### src/rtl/mul_pkg.sv
// mul_pkg: state encoding and counter-width helper for the shift-add multiplier.
package mul_pkg;
    typedef enum logic [1:0] {
        ST_IDLE = 2'b00,
        ST_RUN  = 2'b01,
        ST_DONE = 2'b10
    } state_t;

    function automatic int clog2(input int v);
        int r;
        r = 0;
        while ((1 << r) < v) r++;
        return r;
    endfunction
endpackage

### src/rtl/NbitAdder.sv
// NbitAdder: N-bit ripple-carry adder built from a chain of full adders.
module NbitAdder #(
    parameter int N = 32
) (
    input  logic [N-1:0] a,
    input  logic [N-1:0] b,
    input  logic         carryin,
    output logic [N-1:0] sum,
    output logic         carryout
);
    logic [N:0] c;

    assign c[0]     = carryin;
    assign carryout = c[N];

    for (genvar i = 0; i < N; i++) begin : g_fa
        assign sum[i]   = a[i] ^ b[i] ^ c[i];
        assign c[i+1]   = (a[i] & b[i]) | (c[i] & (a[i] ^ b[i]));
    end
endmodule

### src/rtl/shift_add_multiplier.sv
// shift_add_multiplier: unsigned N x N -> 2N multiplier, one partial product per clock
// through a shared ripple-carry adder, with start/busy/done handshake.
module shift_add_multiplier
    import mul_pkg::*;
#(
    parameter int N = 32
) (
    input  logic           clk,
    input  logic           reset,
    input  logic           start,
    input  logic [N-1:0]   A,
    input  logic [N-1:0]   B,
    output logic           busy,
    output logic           done,
    output logic [2*N-1:0] product
);
    localparam int CW = clog2(N) + 1;

    state_t         state_q, state_d;
    logic [N-1:0]   mcand_q, mcand_d;
    logic [N-1:0]   acc_q, acc_d;
    logic [N-1:0]   mq_q, mq_d;
    logic [CW-1:0]  count_q, count_d;
    logic [2*N-1:0] product_q, product_d;
    logic [N-1:0]   sum;
    logic           cout;

    NbitAdder #(.N(N)) u_add (
        .a        (acc_q),
        .b        (mq_q[0] ? mcand_q : '0),
        .carryin  (1'b0),
        .sum      (sum),
        .carryout (cout)
    );

    always_ff @(posedge clk) begin
        if (reset) begin
            state_q   <= ST_IDLE;
            mcand_q   <= '0;
            acc_q     <= '0;
            mq_q      <= '0;
            count_q   <= '0;
            product_q <= '0;
        end else begin
            state_q   <= state_d;
            mcand_q   <= mcand_d;
            acc_q     <= acc_d;
            mq_q      <= mq_d;
            count_q   <= count_d;
            product_q <= product_d;
        end
    end

    always_comb begin
        state_d   = state_q;
        mcand_d   = mcand_q;
        acc_d     = acc_q;
        mq_d      = mq_q;
        count_d   = count_q;
        product_d = product_q;
        if (state_q == ST_RUN) begin
            // shift {cout, sum, mq} right one place; carry-out lands in acc msb
            acc_d   = {cout, sum[N-1:1]};
            mq_d    = {sum[0], mq_q[N-1:1]};
            count_d = count_q + 1'b1;
            if (count_q == CW'(N - 1)) begin
                product_d = {cout, sum, mq_q[N-1:1]};
                state_d   = ST_DONE;
            end
        end else if (start) begin
            mcand_d = A;
            mq_d    = B;
            acc_d   = '0;
            count_d = '0;
            state_d = ST_RUN;
        end else begin
            state_d = ST_IDLE;
        end
    end

    assign busy    = state_q == ST_RUN;
    assign done    = state_q == ST_DONE;
    assign product = product_q;
endmodule

### config.mk
export PLATFORM = sky130hd
export DESIGN_NAME = shift_add_multiplier
export DESIGN_NICKNAME = d
export VERILOG_FILES = /design/src/rtl/mul_pkg.sv /design/src/rtl/NbitAdder.sv /design/src/rtl/shift_add_multiplier.sv
export SDC_FILE = /design/constraint.sdc
export NUM_CORES = 1
export LEC_CHECK = 0
export CORE_ASPECT_RATIO = 1.75
export CORE_MARGIN = 8
export CORE_UTILIZATION = 35
export DETAILED_ROUTE_END_ITERATION = 8
export REMOVE_ABC_BUFFERS = 1
export SYNTH_ARGS = -nofsm -noshare
export SYNTH_HDL_FRONTEND = slang
export SYNTH_SLANG_ARGS = --single-unit
### constraint.sdc
create_clock -name clk -period 19.7 [get_ports clk]
set_input_delay 3.94 -clock clk [delete_from_list [all_inputs] [get_ports clk]]
set_output_delay 3.94 -clock clk [all_outputs]
set_load 0.03 [all_outputs]
# After elaboration in Yosys (flattened, before gate mapping)
# Cells that the tools add are included.
[totals]
mem_count = 0
reg_bits = 168
ram_bits = 0
word_cells = 182
romBits = 0
latchBits = 0
out_inout_bits = 66
[classes]
muxes = 10
magnitude_cmp = 0
div_mod_pow = 0
bitwise = 158
addsub = 1
n_reduce_logical = 3
eq_ne = 4
n_mul = 0
shift = 0
[op_table]
columns = ["op", "count"]
rows = [
  ["32-bit 2-to-1 mux", 5],
  ["1-bit AND", 63],
  ["1-bit bitwise XOR", 63],
  ["1-bit OR", 31],
  ["6-bit 2-to-1 mux", 2],
  ["6-bit by 1-bit adder with 6-bit output (second input constant)", 1],
  ["6-bit by 5-bit equality test with 1-bit output (second input constant)", 1],
  ["2-bit 2-to-1 mux", 2],
  ["2-bit AND reduction", 2],
  ["2-bit by 1-bit equality test with 1-bit output (second input constant)", 1],
  ["2-bit equality test (second input constant)", 1],
  ["2-bit by 1-bit inequality test with 1-bit output (second input constant)", 1],
  ["2-bit nonzero test", 1],
  ["1-bit 2-to-1 mux", 1],
  ["1-bit inverter", 1],
]

# Logic depth before layout (Yosys ltp)
[logic_depth]
ltp_word = 65
depth_mapped = 37
ltp_nobuf = 36

# Cells and area by module
# Synthesis repeated with hierarchy kept, for this count alone.
[hier_totals]
hier_cells = 843
hier_area_um2 = 7576.0
[by_module_without_submodules]
columns = ["module", "instances", "cells_each", "area_each_um2", "seq_area_each_um2"]
rows = [
  ["shift_add_multiplier", 1, 801, 6897.9, 3363.2],
  ["NbitAdder", 1, 42, 678.2, 0.0],
]

# Least setup slack after synthesis
# OpenSTA, ideal clock, no wires.
[synth_timing]
kind = "reg2reg"
startpoint = "register mq_q[0]"
endpoint = "register product_q[62], in the netlist product[62]"
period_less_slack_ns = 14.294
path_stages_with_launch = 37
arrival_time_ns = 14.173
required_ns = 19.579
setup_time_ns = 0.121
setup_slack_ns = 5.406
cell_sequence = "dfxtp_1 > clkbuf_1 > clkbuf_1 > nand2_1 > fa_1 > fa_1 > fa_1 > fa_1 > fa_1 > fa_1 > fa_1 > fa_1 > fa_1 > fa_1 > fa_1 > fa_1 > fa_1 > fa_1 > fa_1 > fa_1 > fa_1 > fa_1 > fa_1 > fa_1 > fa_1 > fa_1 > fa_1 > fa_1 > fa_1 > fa_1 > fa_1 > fa_1 > fa_1 > fa_1 > fa_1 > nor2_1 > mux2_4"
[synth_between]
elab_chain_len = 63
word_cells_on_any_way = 124
[synth_lines]
columns = ["item", "line", "rtl"]
rows = [
  ["start, declared", "shift_add_multiplier.sv:22", "logic [N-1:0] mq_q, mq_d;"],
  ["start signal, assigned", "shift_add_multiplier.sv:48", "mq_q <= mq_d;"],
  ["32-bit 2-to-1 mux *", "shift_add_multiplier.sv:30", ".b (mq_q[0] ? mcand_q : '0),"],
  ["1-bit AND / 1-bit bitwise XOR (equally long branches)", "NbitAdder.sv:18", "assign c[i+1] = (a[i] & b[i]) | (c[i] & (a[i] ^ b[i]));"],
  ["1-bit AND", "NbitAdder.sv:18", ""],
  ["1-bit OR", "NbitAdder.sv:18", ""],
  ["1-bit AND", "NbitAdder.sv:18", ""],
  ["1-bit OR", "NbitAdder.sv:18", ""],
  ["1-bit AND", "NbitAdder.sv:18", ""],
  ["1-bit OR", "NbitAdder.sv:18", ""],
  ["[47 not listed]", "n/a", ""],
  ["1-bit OR", "NbitAdder.sv:18", ""],
  ["1-bit AND", "NbitAdder.sv:18", ""],
  ["1-bit OR", "NbitAdder.sv:18", ""],
  ["1-bit AND", "NbitAdder.sv:18", ""],
  ["1-bit OR", "NbitAdder.sv:18", ""],
  ["1-bit AND", "NbitAdder.sv:18", ""],
  ["1-bit OR", "NbitAdder.sv:18", ""],
  ["1-bit bitwise XOR *", "NbitAdder.sv:17", "assign sum[i] = a[i] ^ b[i] ^ c[i];"],
  ["end signal, assigned", "shift_add_multiplier.sv:50", "product_q <= product_d;"],
  ["end, declared", "shift_add_multiplier.sv:24", "logic [2*N-1:0] product_q, product_d;"],
]
# Mark *: on every way between the ends. The rest lies on a longest branch, timed or not.
# A chain may end at the register's enable or synchronous reset.

# Worst setup path after layout
# Ends and elaborated chain as after synthesis.

==> reports/metrics.cfg <==
[finish]
drive_gt1_frac = 0.0824
diodes = 0
syn2layout_area_growth_pct = 24.5
n_fill_cell = 2289
fin_area_sq_um = 9930
final_nets = 1034

[die]
io_pins = 133
die_x_um = 130
die_h_um = 216
rows = 73
dieArea_sq_um = 28100
start_util = 0.354
core_area_sq_um = 22600

[sta]
relSlewSlack = 0.229
fin_setup_tns_ns = 0
period_share = 0.743
skew_ns = 0.00684
final-hold-violation-count = 0
fmax_mhz = 68.3
finalSetupViolations = 0
rsz0062_at_grt = no
hold-worst-slack_ns = 0.466
slew_violations = 0
worst_slack_ns = 5.07
tightestPinTransition_ns = 1.16
period_minus_slack_ns = 14.63

[critical_path]
cp.arrival_ns = 14.95
crit_family = adder cells
start_kind = flop
cp-end-kind = flop
cp_common_cell = fa_1
crit_required_ns = 20.02
crit_start = mq_q[0]
path_buf_inv = 1
critPathSlowestCell = fa_1
max_stage_delay_ns = 0.53
reg2reg_depth = 35
r2r_start = mq_q[0]
worstPathMaxFanout = 32
r2r-end = product[62]
criticalPathCategory = flop to flop
r2r_slack_ns = 5.07

[power_and_ir_drop]
power.leakage_uw = 0.00328
p_per_area_nw_per_um2 = 75.0
p_seq_frac = 0.479
intPower_uw = 560
power_frac_comb = 0.084
peakVddDrop_mv = 0.0461
pwr-share-clk = 0.436
switching_share = 0.249
p_sw_uw = 185

[job]
cap_violations = 0

[cts]
tritoncts = built
clk_pin_slew_ns = 0.07
cts_setup_buffers = 0
post_cts_resized = 0
cts_root_buf = clkbuf_16
cts.sinks = 168
cts_max_level = 4
clk_latency_ns = 0.43
numCtsBuffers = 17
ctsHoldBuffers = 0
cts_buffer_depth = 2

[place]
io_buffers = 132
placed_cell_area_sq_um = 9360
pre_cts_slack_ns = 4.94
dp_hpwl_um = 12100
gp_congestion = 0.695

[synth]
synth_seq_cells = 168
synth.largest_area_cell = dfxtp_1
yosysWarningCount = 0
synth_top_flop_cell = dfxtp_1
synth_edf_count = 0
seq_area_frac_synth = 0.421
synthTopCellsByCount = dfxtp_1 (168), nand2b_1 (97), a21oi_1 (68)
synth.most_common_cell = dfxtp_1
avgSynthCellArea_sq_um = 9.40
syn_inst = 849
synth.top_cell.area_share = 0.421
synthTopCellsByArea = dfxtp_1 (42%), mux2i_1 (8.0%), fa_1 (7.8%)
synth_cell_types = 33
ys_async_sr_fraction = 0
syn-cell-area_sq_um = 7980

[route]
ant_nets = 0
vias = 5929
drt_iter0_markers = 284
drt-vias-per-instance = 4.75
drc = 0
avgRoutedWirePerCell_um = 15.0
drt-pass1-iter-count = 5
routed_wl_um = 18700

[min_path]
min_path_type = flop to flop
hold_path_end = acc_q[3]
worstHoldPathCells = 2
hold_path.startpoint = acc_q[3]

[global_routing]
antenna_found_initial = 0
grt_max_degree = 146
grt_pass1_vias = 6070
track_usage = 0.140
grt.overflow.total = 0
grt_pass1_wl_um = 31300

[run_status]
outcome = complete, no violations

==> cell families after synthesis <==
kind of cell | Yosys count | share of synthesized area
flops | 168 | 0.421
xor+xnor | 1 | 0.00110
simple gates | 304 | 0.199
compound gates | 139 | 0.0997
buf+inv | 108 | 0.0644
fa+ha+maj | 33 | 0.0809
mux | 96 | 0.133
==> layout make-up <==
type | count | area, sq um | share of cell area
multi-input cells | 573 | 4120 | 0.414
flip-flops and latches | 168 | 3360 | 0.339
repair buffers | 139 | 1370 | 0.138
clock buffers | 19 | 453 | 0.0456
well taps | 300 | 375 | 0.0378
inverters | 35 | 131 | 0.0132
clock inverters | 13 | 121 | 0.0122
==> how the worst max path moves through the flow <==
stage,to,slack [ns],cells past startpoint
floorplan,product[62],5.12,36
global placement,product[62],5.07,35
detailed placement,product[62],4.94,35
CTS,product[62],4.93,35
global route,product[62],4.41,35
finish,product[62],5.07,35
==> worst min-delay path, stage by stage (launching register included) <==
cell,delay [ns]
dfxtp_1,0.31
nand3_1,0.06
a21oi_1,0.06
==> placed cells by master, fill, tap and decap left out, types with 2 or more instances in the layout <==
| cell | netlist | routed |
|---|---|---|
| nand2_1 | 33 | 33 |
| mux2i_1 | 64 | 64 |
| buf_4 | 3 | 8 |
| nor2_1 | 67 | 67 |
| a21oi_1 | 68 | 68 |
| inv_6 | 0 | 2 |
| clkdlybuf4s50_1 | 0 | 130 |
| ha_1 | 2 | 2 |
| inv_2 | 1 | 2 |
| mux2_4 | 17 | 17 |
| mux2_2 | 15 | 15 |
| o21ai_0 | 33 | 33 |
| nand2b_1 | 97 | 96 |
| or3_1 | 2 | 2 |
| clkbuf_8 | 0 | 2 |
| nand3_1 | 66 | 66 |
| o221ai_1 | 2 | 2 |
| clkbuf_16 | 0 | 17 |
| fa_1 | 31 | 31 |
| inv_1 | 34 | 33 |
| dfxtp_1 | 168 | 168 |
| clkinvlp_4 | 0 | 5 |
| a211oi_1 | 33 | 33 |
| nor2b_1 | 34 | 34 |
| clkinv_4 | 0 | 3 |
| clkinv_2 | 0 | 2 |
==> stage by stage <==
| stage | utilization | cells | total power (uW) |
|---|---|---|---|
| 2_1_floorplan | - | 776 | 394 |
| 3_3_place_gp | 0.415 | 1215 | 428 |
| 3_5_place_dp | 0.415 | 1215 | 428 |
| 4_1_cts | 0.440 | 1247 | 757 |
| 5_1_grt | 0.440 | 1247 | 778 |
| 6_report | 0.440 | 1247 | 745 |
==> registers in the layout (all words and copies together) (netlist names) <==
register and count:
count_q 6, product 64, mcand_q 32, state_q 2
acc_q 32, mq_q 32
==> routing by layer <==
metal,vias to the layer above,GRT usage,routed length (um)
li1,2988,-,-
met1,2831,0.153,7600
met2,94,0.248,9930
met3,16,0.0385,904
met4,0,0.0506,297
met5,-,0,0
==> power by group through the flow <==
stage	registers [uW]	clock network, uW	logic [uW]
3_3_place_gp	365	0	63.5
4_1_cts	357	336	64.0
2_1_floorplan	363	0	30.8
6_report	357	325	62.8
5_1_grt	358	350	69.9
3_5_place_dp	365	0	63.6
(Power assumes the default switching activity.)
